==> src/rtl/bit_scanner.sv <==
// ---------------------------------------------------------------------------
// bit_scanner
//
// Accepts a WIDTH-bit word and reports the positions of its set bits one per
// cycle, highest first (MSB_FIRST=1) or lowest first (MSB_FIRST=0). An
// all-zero word produces a single beat flagged out_none.
//
// Optional feature: define BIT_SCANNER_POPCOUNT_EN to add the pop_count
// output, which is captured at acceptance as the number of set bits in the
// accepted word and held until the next acceptance.
//
// Ports
//   clk        in   clock, rising edge
//   rst_n      in   asynchronous active-low reset
//   ena        in   global enable; nothing transfers or changes while low
//   in_valid   in   in_data holds a word to scan
//   in_ready   out  word accepted this cycle when in_valid is also high
//   in_data    in   word to scan
//   out_valid  out  out_idx/out_last/out_none are valid
//   out_ready  in   consumer takes the current beat
//   out_idx    out  position of the reported set bit
//   out_last   out  final beat of the current word
//   out_none   out  accepted word was all zeros
//   busy       out  scan in progress
//   pop_count  out  (BIT_SCANNER_POPCOUNT_EN only) set-bit count of last word
// ---------------------------------------------------------------------------
module bit_scanner #(
    parameter int WIDTH     = 16,
    parameter int IDX_W     = $clog2(WIDTH),
    parameter int MSB_FIRST = 1
) (
    input  logic             clk,
    input  logic             rst_n,
    input  logic             ena,
    input  logic             in_valid,
    output logic             in_ready,
    input  logic [WIDTH-1:0] in_data,
    output logic             out_valid,
    input  logic             out_ready,
    output logic [IDX_W-1:0] out_idx,
    output logic             out_last,
    output logic             out_none,
    output logic             busy
`ifdef BIT_SCANNER_POPCOUNT_EN
    ,
    output logic [IDX_W:0]   pop_count
`endif
);

    typedef enum logic {
        IDLE = 1'b0,
        SCAN = 1'b1
    } state_t;

    state_t           r_state;
    logic [WIDTH-1:0] r_pending;

    logic             w_scan;
    logic             w_empty;
    logic             w_single;
    logic             w_last;
    logic [IDX_W-1:0] w_idx;
    logic [WIDTH-1:0] w_clear_mask;

    // Position of the next bit to report, in the configured scan order.
    // The loop direction makes the last match win, which is the wanted end.
    function automatic logic [IDX_W-1:0] f_find(input logic [WIDTH-1:0] v);
        logic [IDX_W-1:0] idx;
        idx = '0;
        if (MSB_FIRST != 0) begin
            for (int i = 0; i < WIDTH; i++) begin
                if (v[i]) idx = IDX_W'(i);
            end
        end else begin
            for (int i = WIDTH - 1; i >= 0; i--) begin
                if (v[i]) idx = IDX_W'(i);
            end
        end
        return idx;
    endfunction

`ifdef BIT_SCANNER_POPCOUNT_EN
    function automatic logic [IDX_W:0] f_popcount(input logic [WIDTH-1:0] v);
        logic [IDX_W:0] cnt;
        cnt = '0;
        for (int i = 0; i < WIDTH; i++) begin
            cnt = cnt + {{IDX_W{1'b0}}, v[i]};
        end
        return cnt;
    endfunction
`endif

    assign w_scan       = (r_state == SCAN);
    assign w_empty      = (r_pending == '0);
    // Exactly one bit set: nonzero and clearing the lowest set bit leaves 0.
    assign w_single     = !w_empty && ((r_pending & (r_pending - WIDTH'(1))) == '0);
    // In SCAN an empty pending register only happens for an all-zero word,
    // because the beat that clears the final bit also leaves SCAN.
    assign w_last       = w_empty || w_single;
    assign w_idx        = f_find(r_pending);
    assign w_clear_mask = ~({{(WIDTH-1){1'b0}}, 1'b1} << w_idx);

    assign busy      = w_scan;
    assign in_ready  = ena && !w_scan;
    assign out_valid = ena && w_scan;
    assign out_idx   = w_scan ? w_idx : '0;
    assign out_last  = w_scan && w_last;
    assign out_none  = w_scan && w_empty;

    always_ff @(posedge clk or negedge rst_n) begin
        if (!rst_n) begin
            r_state   <= IDLE;
            r_pending <= '0;
`ifdef BIT_SCANNER_POPCOUNT_EN
            pop_count <= '0;
`endif
        end else if (ena) begin
            case (r_state)
                IDLE: begin
                    if (in_valid) begin
                        r_pending <= in_data;
                        r_state   <= SCAN;
`ifdef BIT_SCANNER_POPCOUNT_EN
                        pop_count <= f_popcount(in_data);
`endif
                    end
                end
                SCAN: begin
                    if (out_ready) begin
                        r_pending <= r_pending & w_clear_mask;
                        if (w_last) r_state <= IDLE;
                    end
                end
                default: r_state <= IDLE;
            endcase
        end
    end

endmodule

==> config.mk <==
export PLATFORM = sky130hd
export DESIGN_NAME = bit_scanner
export DESIGN_NICKNAME = d
export VERILOG_FILES = /design/src/rtl/bit_scanner.sv
export SDC_FILE = /design/constraint.sdc
export NUM_CORES = 1
export LEC_CHECK = 0
export CAP_MARGIN = 20
export CORE_ASPECT_RATIO = 1.75
export CORE_MARGIN = 5
export CORE_UTILIZATION = 40
export CTS_CLUSTER_SIZE = 14
export DETAILED_ROUTE_END_ITERATION = 7
export PLACE_DENSITY = 0.67
export SKIP_CTS_REPAIR_TIMING = 1
export SLEW_MARGIN = 20
export SYNTH_ARGS = -nofsm -noshare
export SYNTH_HDL_FRONTEND = slang
export SYNTH_SLANG_ARGS = --single-unit
==> constraint.sdc <==
create_clock -name clk -period 3.2 [get_ports clk]
set_input_delay 0.64 -clock clk [delete_from_list [all_inputs] [get_ports clk]]
set_output_delay 0.64 -clock clk [all_outputs]
set_load 0.02 [all_outputs]
* After elaboration in Yosys (flattened, before gate mapping)
Cells that the tools add are included.
** Cells by class
- $add $sub $neg :: 1
- Eq/ne operators :: 2
- Shift operators :: 1
- Multiplexer cells :: 23
- Bitwise gates (word level) :: 4
- Reductions and logical operators :: 11
** Operators by type and width (count)
- $mux 4 :: 13
- $and 16x16->16 :: 2
- $logic_not 16->1 :: 2
- $mux 16 :: 2
- $pmux 16 s2 :: 1
- $not 16->16 :: 1
- $shl 1x4->16 const A :: 1
- $sub 16x1->16 const B :: 1
- $logic_and 1x1->1 :: 5
- $mux 1 :: 4
- $mux 2 :: 2
- $ne 2x2->1 const B :: 2
- $reduce_and 3->1 :: 1
- $logic_not 1->1 :: 2
- $pmux 1 s2 :: 1
- $logic_or 1x1->1 :: 1
- $not 1->1 :: 1
** Storage, ports and cells
- Bits in registers :: 17
- Input port bits :: 21
- Output and inout port bits :: 9
- Logic and storage cells :: 44

* Depth between registers and ports, before layout
Gate-level depths: netlist of run 1.
- Depth after elaboration :: 20
- Depth in mapped cells :: 6
- Depth with buffers taken out :: 5

* Worst setup path after synthesis of run 1
No wires, ideal clock.
- Path type :: register to output
- Start point :: reg r_pending[4]
- End point :: out out_last
- Arrival :: 1915 ps
- Data required time :: 2560 ps
- Path slack :: 645 ps
- Cell stages (with the launch flop) :: 6
- Path buffers :: 1
- Cell sequence :: dfrtp_1 -> buf_6 -> or4_4 -> a2111oi_4 -> o22ai_1 -> nor4_2
** On the way
- Cells in the longest elaborated chain, start to end :: 6
- Elaborated cells between the ends (all ways) :: 8
- Those cells by class :: 1 x add/sub; 1 x bitwise; 6 x reduce/logical
** RTL lines
- start, declared :: RTL line 56 : logic [WIDTH-1:0] r_pending;
- start signal, assigned :: RTL line 121 : r_pending <= in_data;
- start signal, assigned :: RTL line 130 : r_pending <= r_pending & w_clear_mask;
- $sub 16x1->16 :: RTL line 96 : assign w_single = !w_empty && ((r_pending & (r_pending - WIDTH'(1))) == '0);
- $and 16x16->16 :: RTL line 96
- $logic_not 16->1 :: RTL line 96
- $logic_and 1x1->1 :: RTL line 96
- $logic_or 1x1->1 (*) :: RTL line 99 : assign w_last = w_empty || w_single;
- $logic_and 1x1->1 (*) :: RTL line 107 : assign out_last = w_scan && w_last;
- end, declared :: RTL line 41 : output logic out_last,
Mark *: on every way between the ends. The rest lies on a longest branch, timed or not.

* Worst setup path after layout of run 1
- Start point :: reg r_pending[5]
- End point :: out out_idx[0]
** On the way
- Cells in the longest elaborated chain, start to end :: 12
** RTL lines
- $mux 4 (11 in series) :: RTL line 72 : if (v[i]) idx = IDX_W'(i);
- $mux 4 :: RTL line 106 : assign out_idx = w_scan ? w_idx : '0;
- end, declared :: RTL line 40 : output logic [IDX_W-1:0] out_idx,
No other way between the ends.

==> results of run 1 <==
==> Yosys cell counts (all sizes together) <==
library cell,number
dfrtp,17
nor2,16
mux2i,10
nand2,10
a21oi,9
nor4,7
a31oi,5
inv,5
o21ai,5
a41oi,4
buf,4
clkbuf,4
nor3,4
or4,4
a2111oi,3
a21o,3
a221oi,3
nand2b,3
and2,2
maj3,2
nand3,2
nor2b,2
nor3b,2
o31ai,2
a211o,1
a221o,1
a22oi,1
a32oi,1
a41o,1
nand4,1
o211ai,1
o22ai,1
o2bb2ai,1
o311a,1
o41ai,1
or2,1
==> cell type report <==
| class | count | area, sq um |
|---|---|---|
| clock buffers | 4 | 45.0 |
| fillers | 282 | 1260 |
| inverters | 5 | 18.8 |
| multi-input cells | 110 | 764 |
| flip-flops and latches | 17 | 425 |
| well taps | 42 | 52.6 |
| repair buffers | 42 | 390 |
==> routing by layer <==
layer	part of all wire [%]	up-vias	wire length, microns	global-route usage (%)
li1	-	618	-	-
met1	38	626	1500	23.0
met2	54	58	2130	34.6
met3	4.8	12	190	3.58
met4	3.2	0	125	7.21
met5	0	-	0	0
==> stage by stage <==
step                      setup TNS [ns]  area (sq um)  utilization [%]  setup slack [ns]  std cells
after floorplan                        0          1240                -             0.645        140
after global placement                 0          1640             55.3             0.113        216
after detailed placement               0          1640             55.3             0.141        216
after CTS                         -0.154          1680             56.8            -0.154        220
after global routing                   0          1700             57.3            0.0139        220
final                                  0          1700             57.3            0.0539        220
==> sequential cells by signal, indices dropped and copies added, names as in the netlist <==
| signal | cells |
|---|---|
| r_pending | 16 |
| busy | 1 |
==> worst min-delay path by stage <==
| stage | depth (start not counted) | end | slack (ns) | start |
|---|---|---|---|---|
| after floorplan | 0 | busy$_DFFE_PN0P_ | 0.34 | rst_n |
| after global placement | 2 | r_pending[9]$_DFFE_PN0P_ | 0.63 | r_pending[9]$_DFFE_PN0P_ |
| after detailed placement | 2 | r_pending[9]$_DFFE_PN0P_ | 0.64 | r_pending[9]$_DFFE_PN0P_ |
| after CTS | 2 | r_pending[9]$_DFFE_PN0P_ | 0.66 | r_pending[9]$_DFFE_PN0P_ |
| after global routing | 2 | r_pending[9]$_DFFE_PN0P_ | 0.70 | r_pending[9]$_DFFE_PN0P_ |
| final | 2 | r_pending[9]$_DFFE_PN0P_ | 0.65 | r_pending[9]$_DFFE_PN0P_ |
==> logic make-up after synthesis <==
group | synth area share (%)
and+or+nand+nor | 23.5
AOI/OAI and AO/OA | 27.3
DFF | 34.2
buffers and inverters | 5.33
muxes | 8.05
adders and majority gates | 1.61
==> report_power, final <==
| part | switching, mW | internal [mW] | leakage, nW |
|---|---|---|---|
| Clock | 0.0791 | 0.0885 | 0.0228 |
| Combinational | 0.710 | 0.591 | 0.469 |
| Sequential | 0.138 | 0.304 | 0.216 |
==> cell usage in the layout, fill, tap and decap left out, types with 2 or more instances in the layout <==
cell type / Yosys / layout
o21ai_1: 2 / 2
nand3_1: 2 / 2
o21ai_0: 3 / 3
nand2b_1: 3 / 3
or4_1: 2 / 2
nor3_1: 4 / 4
a21o_1: 3 / 3
or4_4: 2 / 2
nor4_1: 5 / 3
nor2b_1: 2 / 2
a31oi_1: 5 / 5
mux2i_1: 10 / 10
nor4_2: 2 / 4
buf_4: 0 / 13
a21oi_1: 9 / 9
clkdlybuf4s50_1: 0 / 28
and2_1: 2 / 2
dfrtp_1: 17 / 17
clkbuf_8: 0 / 3
inv_1: 5 / 5
o31ai_1: 2 / 2
nand2_1: 10 / 10
nor3b_1: 2 / 2
nor2_1: 16 / 16
a221oi_1: 3 / 3
a41oi_1: 4 / 4
maj3_1: 2 / 2
==> tightest hold or removal path, stage by stage, from the launching register on <==
cell and delay, ns:
dfrtp_1 0.47, nand2_1 0.09, o21ai_1 0.05
==> reports/metrics.csv, run 1 <==
metric;value;unit
rows;26;
standard_cell_core_area;0.00296;sq mm
critPathKind;register to primary output;
ys.warnings.count;0;
peakVddDrop;0.722;mV
max-cap-violations;0;
worst_slew_margin_rel;43.7;%
finalHoldViolCount;0;
cp_slowest_stage_delay;0.63;ns
worst_skew_pair.late_latency;0.26;ns
ys_seq_elements;17;
die-area;0.00437;sq mm
final_wtd_congestion;0.973;
grt-ovfl-total;0;
synth_area_leader_cell;dfrtp_1;
route.vias.total;1314;
worst_r2r_startpoint;r_pending[5]$_DFFE_PN0P_;
grt_pass1_wl;6.71;mm
cts.path.max_buffers;2;
post-route-min-period;3.15;ns
power_density;1130;mW/mm^2
grt_pass1_vias;1389;
timing.critical_path.max_delay_family;compound AO/OA/AOI/OAI gates;
rsz_0062_raised_after_global_routing;false;
netlist_area;0.00124;sq mm
fin_crit_sh;98.3;%
crit_path_cell_trace;inv_1, a221o_1, a211o_1, a21o_1, a21oi_1, clkdlybuf4s50_1;
insertedDiodeCount;0;
drive_above_1_share;14.6;%
setup.reg_to_reg.worst_slack;0.85;ns
largest_net_degree_at_the_start_of_global_routing;18;
die_h;83.8;microns
worst_ep_arrival_time;2.51;ns
detailed_place_hpwl;3.05;mm
cts.htree.levels;1;
ys_types;42;
grt_antenna_before_repair;0;
port_buffers;29;
drt-vias-per-instance;5.97;
fmax;318;MHz
endpoint_kind;primary output;
detail_route.wl_per_cell;17.9;microns
worst_setup_startpoint;r_pending[5]$_DFFE_PN0P_;
synth_area_leaders;dfrtp_1 34%, mux2i_1 8.0%, nor2_1 4.8%, a21oi_1 3.6%, nand2_1 3.0%;
chipWidth;52.2;microns
area_growth;36.4;%
min_path_type;register to register;
area_fraction_of_the_dominant_cell_type_after_synthesis;34.2;%
crit-reg2reg-capture;r_pending[5]$_DFFE_PN0P_;
route.antenna.remaining_nets;0;
ios;30;
status;completed;
cp_data_required_time;2.56;ns
finalWirelength;3.94;mm
setup_viol;0;
cts.clk_slew.worst_paths;0.07;ns
synth.net_count;161;
root_buffer_cell;clkbuf_8;
critical_path.n_buffers_inverters;2;
track_usage;19.8;%
reg2regPathDepth;6;
synth.avg_cell_area;8.88;sq um
cts_tree;built;
leakage;0.707;nW
first_iter_violations;80;
critical_path_depth;6;
hold_slack;0.649;ns
drt-pass1-iter-count;5;
max_slew.worst_pin.slew;0.842;ns
synth.yosys.seq_area_share;34.2;%
drc_violations_left;0;
cts-buffers-inserted;3;
cp-endpoint;out_idx[0];
synthCells;140;
maximum_fanout_count_along_the_critical_path;8;
worst_clock_skew;0.00370;ns
slew_violations;0;
crit_path_start_kind;register;
total_power;1.91;mW
fin_nets;200;
floorplan.initialDensity;42.0;%
clock-sinks;17;
cpMaxStageDelayCell;clkdlybuf4s50_1;
(Power assumes the default switching activity.)
==> run 2, diff against run 1 <==
--- a/config.mk
+++ b/config.mk
@@ -7,11 +7,11 @@
 export LEC_CHECK = 0
 export CAP_MARGIN = 20
 export CORE_ASPECT_RATIO = 1.75
-export CORE_MARGIN = 5
+export CORE_MARGIN = 2
 export CORE_UTILIZATION = 40
 export CTS_CLUSTER_SIZE = 14
 export DETAILED_ROUTE_END_ITERATION = 7
-export PLACE_DENSITY = 0.67
+export PLACE_DENSITY = 0.75
 export SKIP_CTS_REPAIR_TIMING = 1
 export SLEW_MARGIN = 20
 export SYNTH_ARGS = -nofsm -noshare
==> run 2 against run 1 <==
  * Wire length is 8.4% lower
  * Clock power decreased by 3%
  * Non-clock buffer count down 4
  * Count of clock-buffer cells in the layout is the same
  * Maximum frequency increased by 4.8%
  * Global-route usage up 2.4 points
  * Setup slack better by 0.15 ns
  * Hold slack got worse by 0.0096 ns
  * Sequential power rose by 3%
==> reports/metrics.csv, run 2 (synthesis gave the netlist of run 1 again) <==
metric;value;unit;change
status;completed;;
cp_data_required_time;2.56;ns;about the same
peakVddDrop;0.686;mV;-4.9%
total_power;1.84;mW;-3.7%
cts.clk_slew.worst_paths;0.07;ns;about the same
fin_nets;196;;-2.0%
detailed_place_hpwl;2.82;mm;-7.5%
grt_pass1_wl;5.97;mm;-11%
die_h;77.8;microns;-7.2%
worst_skew_pair.late_latency;0.25;ns;about the same
chipWidth;46.2;microns;-12%
intPower;942;uW;-4.3%
critical_path.n_buffers_inverters;2;;unchanged
crit_path_start_kind;register;;
track_usage;22.1;%;+2.4 points
grt-ovfl-total;0;;unchanged
die-area;0.00359;sq mm;-18%
crit_path_cell_trace;buf_4, nor2_1, o31ai_1, nor2_1, nor2_1, nor2_1, clkdlybuf4s50_1;;
largest_reg_flops;16;;unchanged
worst_ep_arrival_time;2.36;ns;-0.15 ns
drive_above_1_share;12.1;%;-2.5 points
insertedDiodeCount;0;;unchanged
final_design_area_no_fill;0.00164;sq mm;-3.3%
grt_antenna_before_repair;0;;unchanged
worst_clock_skew;0.00346;ns;-0.000244 ns
leakage;0.690;nW;-2.5%
seq_power_share;24.7;%;+1.6 points
reg2regPathDepth;5;;-1
max-cap-violations;0;;unchanged
cts.htree.levels;1;;unchanged
largest_register;r_pending;;
cp_slowest_stage_delay;0.54;ns;-0.09 ns
grt_pass1_vias;1278;;-8.0%
cpMaxStageDelayCell;clkdlybuf4s50_1;;
route.vias.total;1258;;-4.3%
rsz_0062_raised_after_global_routing;false;;
worst_setup_startpoint;r_pending[8]$_DFFE_PN0P_;;
drc_violations_left;0;;unchanged
detail_route.wl_per_cell;17.9;microns;-0.24%
standard_cell_core_area;0.00293;sq mm;-1.1%
route.antenna.remaining_nets;0;;unchanged
setup.reg_to_reg.worst_slack;0.98;ns;+0.13 ns
dpl_cell_area;0.00159;sq mm;-2.9%
worst_r2r_startpoint;r_pending[2]$_DFFE_PN0P_;;
min_path_type;register to register;;
critPathMostFrequentCell;nor2_1;;
worstHoldStart;r_pending[9]$_DFFE_PN0P_;;
crit-reg2reg-capture;r_pending[5]$_DFFE_PN0P_;;
clock-sinks;17;;unchanged
area_growth;31.9;%;
cts_tree;built;;
comb_power_share;66.5;%;-1.6 points
endpoint_kind;primary output;;
fmax;333;MHz;+4.8%
floorplan.initialDensity;42.5;%;+0.47 points
power_density;1120;mW/mm^2;-0.35%
mostFrequentLayoutCells;27 x clkdlybuf4s50_1, 16 x nor2_1, 16 x dfrtp_1;;
p_switching;899;uW;-3.0%
final_wtd_congestion;1.00;;+3.2%
largest_net_degree_at_the_start_of_global_routing;18;;unchanged
finalWirelength;3.61;mm;-8.4%
worst_slew_margin_rel;46.7;%;+3.0 points
leading_cell_type_in_the_layout_fill_and_taps_excluded;clkdlybuf4s50_1;;
power_switching_share;48.9;%;+0.33 points
root_buffer_cell;clkbuf_8;;
slew_violations;0;;unchanged
finalHoldViolCount;0;;unchanged
fin_crit_sh;93.8;%;-4.5 points
rows;26;;unchanged
drt-pass1-iter-count;4;;-1
cp-endpoint;out_idx[1];;
clock_power_share;8.8;%;about the same
cts.path.max_buffers;2;;unchanged
setup_viol;0;;unchanged
cts-buffers-inserted;3;;unchanged
port_buffers;29;;unchanged
timing.critical_path.max_delay_family;buffers and inverters;;
ios;30;;unchanged
drt-vias-per-instance;6.23;;+4.3%
critical_path_depth;7;;+1
total_negative_setup_slacks;0;ns;unchanged
post-route-min-period;3.00;ns;-0.145 ns
max_slew.worst_pin.slew;0.797;ns;-0.0452 ns
first_iter_violations;38;;-53%
critPathKind;register to primary output;;
maximum_fanout_count_along_the_critical_path;7;;-1
run 2: cell count changes in the layout (fill, tap and decap cells not counted):
cell and delta:
nor4_1 +2, dfrtp_2 +1, nor4_2 -2, buf_4 -4
dlymetal6s2s_1 +1, dfrtp_1 -1, clkdlybuf4s50_1 -1
run 2: per-stage QoR:
| stage | instances | hold WS (ns) | setup slack, ns | util (%) |
|---|---|---|---|---|
| finish | 202 | 0.640 | 0.199 | 56.0 |
| global placement | 198 | 0.632 | 0.151 | 54.3 |
| CTS | 202 | 0.641 | -0.136 | 55.8 |
| global route | 202 | 0.692 | 0.0368 | 56.0 |
| floorplan | 140 | 0.344 | 0.645 | - |
| detailed placement | 198 | 0.629 | 0.121 | 54.3 |
run 2: worst min path at each step:
stage,end,slack [ns],cells after the start
detailed placement,r_pending[9]$_DFFE_PN0P_,0.63,2
CTS,r_pending[9]$_DFFE_PN0P_,0.64,2
floorplan,busy$_DFFE_PN0P_,0.34,0
global placement,r_pending[9]$_DFFE_PN0P_,0.63,2
global route,r_pending[5]$_DFFE_PN0P_,0.69,2
finish,r_pending[9]$_DFFE_PN0P_,0.64,2
run 2: routing by layer:
metal	wire length, microns	global-route usage (%)	up-vias
met5	0	0	-
met4	72	7.71	0
met3	163	3.02	8
met2	1960	36.8	42
met1	1420	27.8	601
li1	-	-	607
run 2: layout make-up:
cell class,instances,area [sq um]
sequential,17,427
clock buffer,4,45.0
tap,28,35.0
inverter,5,18.8
fill,275,1290
timing repair buffer,38,363
multi-input combinational,110,752
run 2: power by group through the flow:
stage	clock, mW	sequential [mW]	combinational, mW
floorplan	0	0.398	0.833
global placement	0	0.443	1.22
detailed placement	0	0.451	1.22
CTS	0.162	0.448	1.22
global route	0.177	0.468	1.33
finish	0.163	0.455	1.22
run 2: tightest hold or removal path, delay by kind of cell, from the launching register on:
kind            cells  cell delay (ns)
simple gates        1             0.09
compound gates      1             0.05
flops               1             0.46
